### src/rtl/oup_sm_ulpi_syncmode_rx_pkg.sv
// Shared types and constants for the ULPI synchronous-mode receive machine.
package oup_sm_ulpi_syncmode_rx_p;

  // Receive FSM states.
  typedef enum logic [2:0] {
    IDLE      = 3'd0,
    TURN      = 3'd1,
    RECV      = 3'd2,
    REGR_PEND = 3'd3,
    REGR_TURN = 3'd4,
    REGR_DATA = 3'd5
  } rx_states_t;

  // RX CMD byte layout as driven by the PHY.
  typedef struct packed {
    logic [1:0] alt_int;
    logic [1:0] rx_event;
    logic [1:0] vbus_state;
    logic [1:0] linestate;
  } rx_cmd_t;

  localparam logic [1:0] RXEVENT_ACTIVE = 2'b01;
  localparam logic [1:0] RXEVENT_ERROR  = 2'b11;

endpackage

### src/rtl/oup_sm_ulpi_syncmode_rx.sv
// ULPI synchronous-mode receive machine. Follows bus ownership on dir,
// decodes RX CMD bytes, forwards USB receive data and completes register
// reads requested by the TX machine.
//
// The state register names the bus cycle that follows the last sample.
// The turnaround sample itself is taken while still in IDLE/REGR_PEND, so
// TURN is the first real PHY cycle after a plain turnaround, REGR_TURN is
// the cycle that carries register-read data, and REGR_DATA is the cycle
// after the read data (normally the dir-low turnaround back to the link).
module oup_sm_ulpi_syncmode_rx
  import oup_sm_ulpi_syncmode_rx_p::*;
#(
  parameter int unsigned REGR_TIMEOUT = 16
) (
  input  logic       ulpi_clk_i,
  input  logic       rst_ni,
  input  logic [7:0] ulpi_data_i,
  input  logic       ulpi_dir_i,
  input  logic       ulpi_nxt_i,
  input  logic       rx_regr_assert_i,
  output logic       rx_done_o,
  output logic       rx_abort_o,
  output logic [7:0] phyreg_o,
  output logic       phyreg_valid_o,
  output logic [7:0] rx_cmd_o,
  output logic       rx_cmd_valid_o,
  output logic [7:0] rx_data_o,
  output logic       rx_data_valid_o,
  input  logic       rx_data_full_i,
  output logic       rx_overflow_o,
  output logic       rx_active_o,
  output logic       rx_error_o
);

  localparam int unsigned CNT_W      = (REGR_TIMEOUT > 0) ? $clog2(REGR_TIMEOUT + 1) : 1;
  localparam bit          TIMEOUT_EN = (REGR_TIMEOUT > 0);
  localparam logic [CNT_W-1:0] TO_LAST = (REGR_TIMEOUT > 0) ? CNT_W'(REGR_TIMEOUT - 1) : '0;

  rx_states_t       state_p1, state_nxt;
  logic [CNT_W-1:0] cnt_p1;
  logic             abort_p1, served_p1, done_p1;
  logic             active_p1, error_p1;
  logic [7:0]       rx_cmd_p1, rx_data_p1, phyreg_p1;
  logic             rx_cmd_vld_p1, rx_data_vld_p1, ovf_vld_p1, phyreg_vld_p1;

  // Decode strobes produced by the next-state logic.
  logic    abort_set, phy_take, turn_act, byte_cyc, cnt_clr, cnt_inc;
  logic    timeout_hit, regr_req;
  logic    cmd_take, data_take, ovf_take;
  logic    abort_nxt, served_nxt, active_nxt, error_nxt, done_nxt;
  rx_cmd_t cmd_in;

  assign cmd_in      = rx_cmd_t'(ulpi_data_i);
  assign timeout_hit = TIMEOUT_EN && (cnt_p1 == TO_LAST);
  // A read already served (completed or aborted) is not restarted while TX
  // still holds its request high.
  assign regr_req    = rx_regr_assert_i & ~served_p1;

  // Next-state decode and per-cycle strobes.
  always_comb begin
    state_nxt = state_p1;
    abort_set = 1'b0;
    phy_take  = 1'b0;
    turn_act  = 1'b0;
    byte_cyc  = 1'b0;
    cnt_clr   = 1'b0;
    cnt_inc   = 1'b0;
    unique case (state_p1)
      IDLE: begin
        if (ulpi_dir_i) begin
          if (regr_req) begin
            cnt_clr = 1'b1;
            if (ulpi_nxt_i) begin
              abort_set = 1'b1;
              turn_act  = 1'b1;
              state_nxt = RECV;
            end else begin
              state_nxt = REGR_TURN;
            end
          end else begin
            turn_act  = ulpi_nxt_i;
            state_nxt = TURN;
          end
        end else if (regr_req) begin
          cnt_clr   = 1'b1;
          state_nxt = REGR_PEND;
        end
      end
      TURN, RECV: begin
        if (ulpi_dir_i) begin
          byte_cyc  = 1'b1;
          state_nxt = RECV;
        end else begin
          state_nxt = IDLE;
        end
      end
      REGR_PEND: begin
        if (!rx_regr_assert_i) begin
          // TX gave up: no abort; a simultaneous dir rise is a plain receive.
          turn_act  = ulpi_dir_i & ulpi_nxt_i;
          state_nxt = ulpi_dir_i ? TURN : IDLE;
        end else if (ulpi_dir_i) begin
          if (ulpi_nxt_i) begin
            abort_set = 1'b1;
            turn_act  = 1'b1;
            state_nxt = RECV;
          end else begin
            state_nxt = REGR_TURN;
          end
        end else if (timeout_hit) begin
          abort_set = 1'b1;
          state_nxt = IDLE;
        end else begin
          cnt_inc = TIMEOUT_EN;
        end
      end
      REGR_TURN: begin
        if (ulpi_dir_i) begin
          phy_take  = 1'b1;
          state_nxt = REGR_DATA;
        end else begin
          abort_set = 1'b1;
          state_nxt = IDLE;
        end
      end
      REGR_DATA: begin
        if (ulpi_dir_i) begin
          byte_cyc  = 1'b1;
          state_nxt = RECV;
        end else begin
          state_nxt = IDLE;
        end
      end
      default: state_nxt = IDLE;
    endcase
  end

  // Byte classification and flag updates for the sampled cycle.
  always_comb begin
    cmd_take   = byte_cyc & ~ulpi_nxt_i;
    data_take  = byte_cyc & ulpi_nxt_i & ~rx_data_full_i;
    ovf_take   = byte_cyc & ulpi_nxt_i & rx_data_full_i;
    abort_nxt  = abort_set | (abort_p1 & rx_regr_assert_i);
    served_nxt = abort_set | phy_take | (served_p1 & rx_regr_assert_i);
    active_nxt = active_p1;
    if (!ulpi_dir_i) begin
      active_nxt = 1'b0;
    end else if (turn_act) begin
      active_nxt = 1'b1;
    end else if (cmd_take) begin
      active_nxt = |(cmd_in.rx_event & RXEVENT_ACTIVE);
    end
    error_nxt = error_p1;
    if (cmd_take && (cmd_in.rx_event == RXEVENT_ERROR)) begin
      error_nxt = 1'b1;
    end else if (active_nxt && !active_p1) begin
      error_nxt = 1'b0;
    end
    done_nxt = (state_nxt == IDLE) & ~abort_nxt;
  end

  // FSM state register and read-timeout counter.
  always_ff @(posedge ulpi_clk_i or negedge rst_ni) begin
    if (!rst_ni) begin
      state_p1 <= IDLE;
      cnt_p1   <= '0;
    end else begin
      state_p1 <= state_nxt;
      if (cnt_clr) begin
        cnt_p1 <= '0;
      end else if (cnt_inc) begin
        cnt_p1 <= cnt_p1 + 1'b1;
      end
    end
  end

  // Registered status flags, data outputs and their one-cycle valid pulses.
  always_ff @(posedge ulpi_clk_i or negedge rst_ni) begin
    if (!rst_ni) begin
      abort_p1       <= 1'b0;
      served_p1      <= 1'b0;
      done_p1        <= 1'b1;
      active_p1      <= 1'b0;
      error_p1       <= 1'b0;
      rx_cmd_p1      <= '0;
      rx_cmd_vld_p1  <= 1'b0;
      rx_data_p1     <= '0;
      rx_data_vld_p1 <= 1'b0;
      ovf_vld_p1     <= 1'b0;
      phyreg_p1      <= '0;
      phyreg_vld_p1  <= 1'b0;
    end else begin
      abort_p1       <= abort_nxt;
      served_p1      <= served_nxt;
      done_p1        <= done_nxt;
      active_p1      <= active_nxt;
      error_p1       <= error_nxt;
      rx_cmd_vld_p1  <= cmd_take;
      rx_data_vld_p1 <= data_take;
      ovf_vld_p1     <= ovf_take;
      phyreg_vld_p1  <= phy_take;
      if (cmd_take) begin
        rx_cmd_p1 <= ulpi_data_i;
      end
      if (data_take) begin
        rx_data_p1 <= ulpi_data_i;
      end
      if (phy_take) begin
        phyreg_p1 <= ulpi_data_i;
      end
    end
  end

  assign rx_done_o       = done_p1;
  assign rx_abort_o      = abort_p1;
  assign phyreg_o        = phyreg_p1;
  assign phyreg_valid_o  = phyreg_vld_p1;
  assign rx_cmd_o        = rx_cmd_p1;
  assign rx_cmd_valid_o  = rx_cmd_vld_p1;
  assign rx_data_o       = rx_data_p1;
  assign rx_data_valid_o = rx_data_vld_p1;
  assign rx_overflow_o   = ovf_vld_p1;
  assign rx_active_o     = active_p1;
  assign rx_error_o      = error_p1;

endmodule
### config.mk
export PLATFORM = sky130hd
export DESIGN_NAME = oup_sm_ulpi_syncmode_rx
export DESIGN_NICKNAME = d
export VERILOG_FILES = /design/src/rtl/oup_sm_ulpi_syncmode_rx_pkg.sv /design/src/rtl/oup_sm_ulpi_syncmode_rx.sv
export SDC_FILE = /design/constraint.sdc
export NUM_CORES = 1
export LEC_CHECK = 0
export ABC_AREA = 1
export CORE_ASPECT_RATIO = 0.7
export CORE_UTILIZATION = 30
export DETAILED_ROUTE_END_ITERATION = 8
export HOLD_SLACK_MARGIN = 0.12
export PLACE_DENSITY = 0.5
export SYNTH_ARGS = -nofsm -noshare
export SYNTH_HDL_FRONTEND = slang
export SYNTH_SLANG_ARGS = --single-unit
### constraint.sdc
create_clock -name ulpi_clk_i -period 2.05 [get_ports ulpi_clk_i]
set_input_delay 0.41 -clock ulpi_clk_i [delete_from_list [all_inputs] [get_ports ulpi_clk_i]]
set_output_delay 0.41 -clock ulpi_clk_i [all_outputs]
set_load 0.05 [all_outputs]
==> qor.json <==
{
  "run_status": {"value": "complete, but fails checks"},
  "failed_checks": {"value": "DRC"},
  "critical_path_arrival": {"value": 1.48, "unit": "ns"},
  "cp_peak_stage_delay": {"value": 0.82, "unit": "ns"},
  "synth-edff-count": {"value": 0},
  "antenna-diode-count": {"value": 0},
  "detailroute.via_count": {"value": 1399},
  "fp.dieW": {"value": 97.9, "unit": "um"},
  "cts_tree": {"value": "yes"},
  "async_flop_share": {"value": 1.00},
  "fin_crit_sh": {"value": 0.924},
  "totalNegativeSetupSlack": {"value": 0, "unit": "ns"},
  "overflow_left_after_global_routing": {"value": 0},
  "required": {"value": 1.64, "unit": "ns"},
  "distinct_cell_type_count_of_the_synthesized_netlist": {"value": 29},
  "worst_skew_pair.late_latency": {"value": 0.29, "unit": "ns"},
  "cts.root.buffer_cell": {"value": "sky130_fd_sc_hd__clkbuf_8"},
  "setup_viol": {"value": 0},
  "detail_route.wirelength": {"value": 4040, "unit": "um"},
  "grt_pass1_vias": {"value": 1362},
  "r2r-end": {"value": "cnt_p1[3]"},
  "vdd_drop_max": {"value": 621, "unit": "uV"},
  "crit_slowest_cell": {"value": "sky130_fd_sc_hd__clkdlybuf4s50_1"},
  "r2r_start": {"value": "cnt_p1[0]"},
  "post_synth_main_area_contributors": {"value": "sky130_fd_sc_hd__dfrtp_1 (52%), sky130_fd_sc_hd__nand2_1 (9.3%), sky130_fd_sc_hd__o21ai_2 (6.8%)"},
  "track_usage": {"value": 0.130},
  "maxCapViolCount": {"value": 0},
  "setup.worst_path.end_class": {"value": "primary output"},
  "slew-limit-headroom": {"value": 0.656},
  "fin_clk_skew": {"value": 0.00894, "unit": "ns"},
  "fin_crit": {"value": 1.89, "unit": "ns"},
  "fp.dieH": {"value": 69.1, "unit": "um"},
  "hold_fix_buffer_count_after_cts": {"value": 0},
  "firstDrtPassIters": {"value": 6},
  "timing_hold_violations_final": {"value": 0},
  "cts.sinks": {"value": 41},
  "cts_htree_levels": {"value": 2},
  "synth_top_area_share": {"value": 0.518},
  "cp_top_family": {"value": "buffers and inverters"},
  "post-cts-setup-buffer-count": {"value": 0},
  "yosys-top-cells-count": {"value": "sky130_fd_sc_hd__nand2_1 (48), sky130_fd_sc_hd__dfrtp_1 (40), sky130_fd_sc_hd__inv_1 (24)"},
  "drive_gt1_frac": {"value": 0.224},
  "max_slew.worst_pin.slew": {"value": 0.515, "unit": "ns"},
  "r2r_cells": {"value": 9},
  "coreArea": {"value": 0.00622, "unit": "mm^2"},
  "tritoncts.num_buffers": {"value": 5},
  "number_of_gates_resized_after_cts": {"value": 0},
  "floorplan.die_area": {"value": 0.00676, "unit": "mm^2"},
  "top_level_i_o_count": {"value": 46},
  "finish.net_count": {"value": 271},
  "placement_rows": {"value": 24},
  "timing_worst_setup_path_type": {"value": "register to primary output"},
  "port_buffers": {"value": 45},
  "power.density_cell_area": {"value": 1600, "unit": "mW/mm^2"},
  "grt_first_pass_wirelength": {"value": 6770, "unit": "um"},
  "max_freq": {"value": 528, "unit": "MHz"},
  "yosys.area.top_type": {"value": "sky130_fd_sc_hd__dfrtp_1"},
  "yosysMostFrequentCell": {"value": "sky130_fd_sc_hd__nand2_1"},
  "critical_path_start_type": {"value": "register"},
  "clockBufferDepth": {"value": 2},
  "place_area": {"value": 0.00247, "unit": "mm^2"},
  "synth_warnings": {"value": 0},
  "worst_hold_path_type": {"value": "input pin to async pin"},
  "synthesis.area_per_instance": {"value": 9.60, "unit": "um^2"},
  "yosysSeqAreaShare": {"value": 0.532},
  "start_util": {"value": 0.311},
  "cells_after_synth": {"value": 201},
  "path_buf_inv": {"value": 1},
  "power.leakage": {"value": 1.26, "unit": "nW"},
  "cell_by_cell_trace_of_the_critical_path": {"value": "clkdlybuf4s50_1"},
  "gp_congestion": {"value": 0.796},
  "regToRegSetupSlack": {"value": 0.37, "unit": "ns"},
  "initial_drc_count": {"value": 74},
  "ys_ff_latch": {"value": 41},
  "clk_pin_slew_worst_paths": {"value": 0.09, "unit": "ns"},
  "slew_viol_final": {"value": 0},
  "drt_via_density": {"value": 4.20},
  "rsz0062_at_grt": {"value": "no"},
  "detail_route.wl_per_cell": {"value": 12.1, "unit": "um"},
  "hpwlAfterDp": {"value": 2930, "unit": "um"},
  "ys_dominant_reg_cell": {"value": "sky130_fd_sc_hd__dfrtp_1"},
  "grt_max_degree": {"value": 42},
  "postSynthNetCount": {"value": 218},
  "worst-path-max-fanout": {"value": 3},
  "number_of_antenna_violating_nets_in_the_routed_design": {"value": 0},
  "final_design_area_no_fill": {"value": 0.00256, "unit": "mm^2"},
  "area.growth.synth_to_final": {"value": 32.4, "unit": "%"},
  "syn-cell-area": {"value": 0.00193, "unit": "mm^2"},
  "route.detailed.drc": {"value": 2},
  "antenna_found_initial": {"value": 0}
}
## how the worst max path moves through the flow
stage / from / endpoint / slack [ns] / cells after the start
final: rx_active_o / rx_active_o / 0.16 / 1
after global routing: rx_active_o / rx_active_o / 0.1 / 1
after CTS: rx_active_o / rx_active_o / 0.13 / 1
after detailed placement: ulpi_nxt_i / rx_data_o[4] / 0.11 / 6
after global placement: ulpi_nxt_i / rx_data_o[2] / 0.13 / 6
after floorplan: cnt_p1[0] / rx_done_o / 0.58 / 11
## metal layers
layer  vias up  share of wire  track usage
li1        750              -            -
met1       616           0.55        0.198
met2        31           0.40        0.171
met3         2          0.048       0.0426
met4         0         0.0077       0.0404
met5         -              0            0
## per-stage QoR
stage	cells	setup WS (ns)	total power [mW]	hold WS (ns)	util
after floorplan	201	0.579	2.89	0.114	-
after global placement	325	0.129	3.61	0.457	0.397
after detailed placement	325	0.107	3.61	0.460	0.397
after CTS	333	0.133	4.15	0.191	0.411
after global routing	333	0.0957	4.36	0.201	0.411
final	333	0.155	4.09	0.171	0.411
## kinds of logic after synthesis
family | after synthesis | share of synthesized area
buffers and inverters | 35 | 0.0817
flip-flops | 41 | 0.532
AND/OR/NAND/NOR | 87 | 0.244
adder cells (fa/ha/maj) | 3 | 0.0194
AO/OA/AOI/OAI | 35 | 0.122
## cell usage in the layout (no fill, tap or decap)
cell type,n
sky130_fd_sc_hd__a21boi_1,1
sky130_fd_sc_hd__nor3b_1,1
sky130_fd_sc_hd__nand3_4,1
sky130_fd_sc_hd__nand3_2,4
sky130_fd_sc_hd__nand3_1,8
sky130_fd_sc_hd__nor2_1,9
sky130_fd_sc_hd__inv_1,24
sky130_fd_sc_hd__o21ai_2,15
sky130_fd_sc_hd__buf_4,6
sky130_fd_sc_hd__nor2_8,1
sky130_fd_sc_hd__nand2_1,48
sky130_fd_sc_hd__nand2_2,3
sky130_fd_sc_hd__ha_1,3
sky130_fd_sc_hd__nand4_1,1
sky130_fd_sc_hd__dfstp_2,1
sky130_fd_sc_hd__nor2_2,5
sky130_fd_sc_hd__dfrtp_1,40
sky130_fd_sc_hd__buf_2,1
sky130_fd_sc_hd__a21oi_1,4
sky130_fd_sc_hd__inv_4,1
sky130_fd_sc_hd__o21ai_0,4
sky130_fd_sc_hd__clkbuf_8,5
sky130_fd_sc_hd__clkinvlp_4,1
sky130_fd_sc_hd__nor2_4,2
sky130_fd_sc_hd__nand2_4,1
sky130_fd_sc_hd__nor3_4,1
sky130_fd_sc_hd__inv_2,6
sky130_fd_sc_hd__clkdlybuf4s50_1,43
sky130_fd_sc_hd__clkinv_2,2
sky130_fd_sc_hd__nor3_1,1
sky130_fd_sc_hd__nand4_4,1
sky130_fd_sc_hd__o21ai_1,9
sky130_fd_sc_hd__o22ai_1,2
## cell type report
class,count,area (um^2)
Multi-Input combinational cell,125,746
Fill cell,618,3660
Sequential cell,41,1030
Clock inverter,3,17.5
Clock buffer,5,68.8
Timing Repair Buffer,50,480
Inverter,31,119
Tap cell,78,97.6
## where the power goes
group / switching, mW / internal, mW
registers: 0.194 / 1.12
clock network: 0.279 / 0.235
logic: 1.52 / 0.740
total: 1.99 / 2.10
## flip-flops by register name (all words and copies together) (netlist names)
register and count:
rx_abort_o 1, rx_cmd_o 8, state_p1 3, rx_cmd_valid_o 1, rx_data_valid_o 1, rx_overflow_o 1, rx_error_o 1, served_p1 1
rx_active_o 1, rx_data_o 8, phyreg_valid_o 1, cnt_p1 5, rx_done_o 1, phyreg_o 8
(Power assumes the default switching activity.)
